$ cat config.mk
export PLATFORM = sky130hd
export DESIGN_NAME = adc_parallel_responder
export DESIGN_NICKNAME = d
export VERILOG_FILES = /design/src/rtl/adc_parallel_responder.sv
export SDC_FILE = /design/constraint.sdc
export NUM_CORES = 1
export LEC_CHECK = 0
export CORE_ASPECT_RATIO = 0.5
export CORE_UTILIZATION = 58
export DETAILED_ROUTE_END_ITERATION = 12
export GPL_TIMING_DRIVEN = 1
export PLACE_DENSITY = 0.85
export SKIP_CTS_REPAIR_TIMING = 1
export SLEW_MARGIN = 40
export SYNTH_ARGS = -nofsm -noshare
export SYNTH_HDL_FRONTEND = slang
export SYNTH_SLANG_ARGS = --single-unit
export TNS_END_PERCENT = 100
$ cat constraint.sdc
create_clock -name clk -period 5.55 [get_ports clk]
set_clock_uncertainty 0.05 [all_clocks]
set_input_delay 1.665 -clock clk [delete_from_list [all_inputs] [get_ports clk]]
set_output_delay 1.665 -clock clk [all_outputs]
set_load 0.005 [all_outputs]
$ cat src/rtl/adc_parallel_responder.sv
// Parallel-bus ADC emulator: conversion timing, EOC pulse, read-back, config writes,
// shutdown/wake sequencing. Stands in for the physical converter on the controller's bus.
module adc_parallel_responder #(
  parameter int DATA_W      = 16,
  parameter int CONV_CYCLES = 200,
  parameter int EOC_CYCLES  = 4,
  parameter int WAKE_CYCLES = 50,
  parameter int RAMP_STEP   = 1
) (
  input  logic              clk,
  input  logic              rst,
  input  logic              SHDN,
  input  logic              CONVST,
  input  logic              CS,
  input  logic              RD,
  input  logic              WR,
  input  logic [DATA_W-1:0] db_in,
  input  logic [DATA_W-1:0] sample_in,
  output logic              EOC,
  output logic [DATA_W-1:0] db_out,
  output logic              db_oe,
  output logic              busy,
  output logic              overrun
);

  localparam int MAX_A   = (CONV_CYCLES > EOC_CYCLES) ? CONV_CYCLES : EOC_CYCLES;
  localparam int MAX_CYC = (MAX_A > WAKE_CYCLES) ? MAX_A : WAKE_CYCLES;
  localparam int CNT_W   = $clog2(MAX_CYC + 1);

  typedef enum logic [2:0] {
    S_IDLE,
    S_CONVERT,
    S_EOC_PULSE,
    S_SHUTDOWN,
    S_WAKE
  } state_t;

  state_t             state;
  logic [CNT_W-1:0]   cnt;
  logic [DATA_W-1:0]  hold;
  logic [DATA_W-1:0]  result;
  logic [DATA_W-1:0]  ramp;
  logic [1:0]         cfg;
  logic               prev_convst;
  logic               prev_wr;
  logic               convst_rise;
  logic               wr_fall;
  logic               rd_req;
  logic [DATA_W-1:0]  src;
  logic               unused_db_hi;

  assign convst_rise  = CONVST & ~prev_convst;
  assign wr_fall      = prev_wr & ~WR;
  assign rd_req       = ~CS & ~RD;
  assign src          = cfg[0] ? ramp : sample_in;
  assign unused_db_hi = ^db_in[DATA_W-1:2];

  always_ff @(posedge clk) begin
    if (rst) begin
      state       <= S_IDLE;
      cnt         <= '0;
      hold        <= '0;
      result      <= '0;
      ramp        <= '0;
      cfg         <= '0;
      prev_convst <= 1'b0;
      prev_wr     <= 1'b1;
      EOC         <= 1'b1;
      db_out      <= '0;
      db_oe       <= 1'b0;
      busy        <= 1'b0;
      overrun     <= 1'b0;
    end else begin
      prev_convst <= CONVST;
      prev_wr     <= WR;
      if (SHDN) begin
        state <= S_SHUTDOWN;
        EOC   <= 1'b1;
        db_oe <= 1'b0;
        busy  <= 1'b0;
      end else begin
        if (state != S_SHUTDOWN) begin
          db_oe <= rd_req;
          if (rd_req) db_out <= result;
          if (wr_fall && !CS) begin
            cfg     <= db_in[1:0];
            overrun <= 1'b0;
          end
        end
        // Overrun set below takes precedence over a same-cycle config-write clear.
        case (state)
          S_IDLE: begin
            if (convst_rise) begin
              hold  <= src;
              cnt   <= CNT_W'(CONV_CYCLES - 1);
              busy  <= 1'b1;
              state <= S_CONVERT;
            end
          end
          S_CONVERT: begin
            if (convst_rise) overrun <= 1'b1;
            if (cnt == '0) begin
              result <= cfg[1] ? ~hold : hold;
              ramp   <= ramp + DATA_W'(RAMP_STEP);
              EOC    <= 1'b0;
              busy   <= 1'b0;
              cnt    <= CNT_W'(EOC_CYCLES - 1);
              state  <= S_EOC_PULSE;
            end else begin
              cnt <= cnt - CNT_W'(1);
            end
          end
          S_EOC_PULSE: begin
            if (cnt == '0) begin
              EOC <= 1'b1;
              if (convst_rise) begin
                hold  <= src;
                cnt   <= CNT_W'(CONV_CYCLES - 1);
                busy  <= 1'b1;
                state <= S_CONVERT;
              end else begin
                state <= S_IDLE;
              end
            end else begin
              cnt <= cnt - CNT_W'(1);
            end
          end
          S_SHUTDOWN: begin
            cnt   <= CNT_W'(WAKE_CYCLES - 1);
            busy  <= 1'b1;
            state <= S_WAKE;
          end
          S_WAKE: begin
            if (convst_rise) overrun <= 1'b1;
            if (cnt == '0) begin
              busy  <= 1'b0;
              state <= S_IDLE;
            end else begin
              cnt <= cnt - CNT_W'(1);
            end
          end
          default: state <= S_IDLE;
        endcase
      end
    end
  end

endmodule
==> out/qor.csv <==
stage,metric,value,unit
cells_and_area,flow.area_growth_from_synthesis,18.9,%
die,core.rowCount,20,
logic_synthesis,yosys_most_used_dff,dfxtp_1,
pwr,clkPwrFrac,39.1,%
pwr,power_per_cell_area,349,mW/mm²
cells_and_area,final_core_util,74.6,%
die,core-area,0.00633,mm²
die,start_util,62.7,%
pwr,static-leakage-power,1.65,nW
die,fp.dieArea,0.00720,mm²
worst_setup_path,critical_path_buf_inv_count,1,
worst_setup_path,worst-setup-path-type,input port to flip-flop,
cells_and_area,antennaDiodeCount,0,
drt,route.detailed.vias_per_inst,5.61,
min_path,hold_crit_class,flip-flop to flip-flop,
worst_setup_path,timing.critical_path.fanout_max,11,
grt,overflow,0,
logic_synthesis,yosys_warns,0,
sta,maxClockFrequency,277,MHz
worst_setup_path,path_cells,clkdlybuf4s50_1 > nor3b_1 > nand4_1 > nor4_1 > xnor2_1 > nor2_1,
cells_and_area,storage_cell_area,0.00166,mm²
die,die_x,119,µm
logic_synthesis,synth_top_cell_by_area,dfxtp_1,
worst_setup_path,path_delay_family,simple AND/OR/NAND/NOR gates,
worst_setup_path,data_arrival_at_the_endpoint_of_the_critical_path,3.76,ns
cells_and_area,finalNetCount,538,
min_path,min_from,db_out[8],
pwr,design_power_total,0.00165,W
placement,dp.final_hpwl,5540,µm
logic_synthesis,synth.distinct_cells,54,
clock_tree,clk_root_buffer_cell,clkbuf_16,
pwr,switching_power,0.000489,W
logic_synthesis,synth.ff_latch_count,83,
die,die_h,60.5,µm
clock_tree,clock_tree.htree_level_count,3,
run_status,status,"finished, final reports clean",
drt,1st_iter_drt_viols,267,
clock_tree,cts_inserted_buffers,9,
placement,gp_congestion,0.895,
grt,grt_util_all_layers,25.3,%
sta,max-slew-margin-rel,45.2,%
grt,antenna_violations_before_repair,0,
clock_tree,clkSinkCount,83,
placement,io_buffers,44,
sta,tightest_slew,0.822,ns
drt,drt-wirelength-per-cell,14.6,µm
clock_tree,cts-root-to-sink-buffers,2,
logic_synthesis,mappedNetlistNets,511,
grt,grt_pass1_vias,2913,
worst_setup_path,crit_start,SHDN,
sta,grt_setup_unrepaired,no,
sta,period_share,65.1,%
clock_tree,clkLatencyLatePin,0.34,ns
logic_synthesis,synthesis.area,0.00397,mm²
worst_setup_path,critical_path.max_stage_delay,0.60,ns
logic_synthesis,synthCells,470,
grt,grt_pass1_wl,14100,µm
logic_synthesis,synth_sequential_area_ratio,41.8,%
logic_synthesis,postSynthAreaPerCell,8.45,µm²
pwr,p_int,0.00116,W
worst_setup_path,critPathCaptureType,flip-flop,
worst_setup_path,crit_required,5.70,ns
pwr,p_comb_share,19.9,%
sta,period_minus_slack,3.61,ns
sta,setup_viol_count_final,0,
sta,finalMaxSlewViolations,0,
worst_setup_path,worstReg2RegStart,state[1],
clock_tree,clock_input_transition_at_the_sequential_cells_of_the_worst_setup_and_hold_paths,0.06,ns
placement,dp_cells,574,
pwr,switching_share,29.6,%
sta,fin_tns_setup,0,ns
pwr,sequential_share_of_power,41.0,%
worst_setup_path,crit_path_top_delay_cell,clkdlybuf4s50_1,
drt,final_routed_wirelength_across_all_metal_layers,8590,µm
clock_tree,cts_tree,done,
die,io_pins,59,
logic_synthesis,ys_top_cells_by_area,"dfxtp_1 42%, nand2_1 7.3%, a21oi_1 5.9%",
cells_and_area,finalInstanceArea,0.00472,mm²
cells_and_area,n_fill_cell,499,
placement,dpl-instance-area,0.00440,mm²
logic_synthesis,synth-edff-count,0,
worst_setup_path,worst_setup_path_start_kind,input port,
drt,drt_pass1_iterations,4,
cells_and_area,multiInputGateArea,0.00212,mm²
grt,grt_start_max_net_pins,44,
drt,vias,3307,
logic_synthesis,synth_async_sr_flop_share,0,%
pwr,worst_ir_drop_vdd,0.245,mV
drt,antenna_violating_nets_post_route,0,
cells_and_area,final_layout_size_suffix_gt1_share,9.56,%
logic_synthesis,yosysTopAreaCellShare,41.8,%
cells_and_area,final-instance-count-excl-fill,590,
sta,timing.final.hold_violations,0,
drt,drc,0,
flow_run,max_cap_violations,0,
==> synth_stat cells (3+ instances only) <==
cell type,count
a211oi_1,7
a211oi_2,13
a21oi_1,47
and3_1,3
buf_1,3
buf_2,5
buf_4,4
clkbuf_1,18
dfxtp_1,83
inv_1,10
mux2i_1,18
nand2_1,77
nand2b_1,5
nand3_1,9
nand3b_1,3
nand4_1,5
nor2_1,49
nor2b_1,5
nor3_1,10
nor3b_1,3
nor4_1,7
o21ai_0,5
o31ai_1,4
or3_1,3
xnor2_1,11
xor2_1,22
==> power groups by stage <==
stage | Combinational [W] | Clock (W) | Sequential, W
6_report | 0.000328 | 0.000645 | 0.000676
2_1_floorplan | 0.000270 | 0 | 0.000665
3_5_place_dp | 0.000321 | 0 | 0.000688
5_1_grt | 0.000363 | 0.000684 | 0.000682
3_3_place_gp | 0.000313 | 0 | 0.000686
4_1_cts | 0.000325 | 0.000653 | 0.000675
==> flip-flops by register name, summed over array words and instances (netlist names) <==
name / flops
EOC: 1
cfg: 2
cnt: 8
hold: 16
busy: 1
overrun: 1
result: 16
prev_wr: 1
prev_convst: 1
ramp: 16
db_out: 16
state: 3
db_oe: 1
==> layout make-up <==
| cell class | instances | area share [%] |
|---|---|---|
| Clock buffer | 9 | 4.77 |
| Tap cell | 88 | 2.33 |
| Multi-Input combinational cell | 345 | 44.9 |
| Sequential cell | 83 | 35.2 |
| Clock inverter | 7 | 2.12 |
| Inverter | 10 | 0.795 |
| Timing Repair Buffer | 48 | 9.85 |
==> routing by layer <==
| metal | wire length (µm) | global-route usage [%] |
|---|---|---|
| met1 | 4140 | 32.3 |
| met2 | 4000 | 42.5 |
| met3 | 391 | 8.55 |
| met4 | 63 | 5.79 |
| met5 | 0 | 0 |
==> cell families (layout without fill, tap and decap cells) <==
| group | Yosys count | count (layout) | synth area share, % |
|---|---|---|---|
| xor gates and xnor gates | 33 | 33 | 7.28 |
| AOI/OAI and AO/OA | 99 | 99 | 17.4 |
| buffers and inverters | 42 | 74 | 4.88 |
| and+or+nand+nor | 191 | 191 | 22.9 |
| muxes | 19 | 19 | 4.82 |
| adders and majority gates | 3 | 3 | 0.882 |
| DFF | 83 | 83 | 41.8 |
==> tightest hold or removal path, delay by kind of cell (launching register included) <==
kind	cells	cell delay (ns)
simple gates	1	0.05
compound gates	1	0.05
flops	1	0.31
==> worst paths after layout <==
path | endpoint | slack (ns) | cells past startpoint
max | ramp[11] | 1.94 | 6
min | db_out[8] | 0.40 | 2
max reg2reg | db_out[2] | 2.98 | 5
min reg2reg | db_out[8] | 0.40 | 2
==> metrics by stage <==
stage / setup slack, ns / hold slack [ns]
floorplan: 2.39 / 0.382
global placement: 1.67 / 0.390
detailed placement: 1.61 / 0.397
CTS: 1.97 / 0.405
global route: 1.71 / 0.420
finish: 1.94 / 0.403
==> placed cells by master (no fill, tap or decap), types with 3 or more instances in the layout <==
master,netlist,final
a211oi_1,7,7
a211oi_2,13,13
a21oi_1,47,47
and3_1,3,3
buf_4,4,4
clkbuf_16,0,9
clkdlybuf4s50_1,0,43
clkinv_4,0,3
dfxtp_1,83,81
inv_1,10,10
mux2i_1,18,18
nand2_1,77,77
nand2b_1,5,5
nand3_1,9,9
nand3b_1,3,3
nand4_1,5,5
nor2_1,49,49
nor2b_1,5,5
nor3_1,10,9
nor3b_1,3,3
nor4_1,7,7
o21ai_0,5,5
o31ai_1,4,4
or3_1,3,3
xnor2_1,11,11
xor2_1,22,22
(Power assumes the default switching activity.)
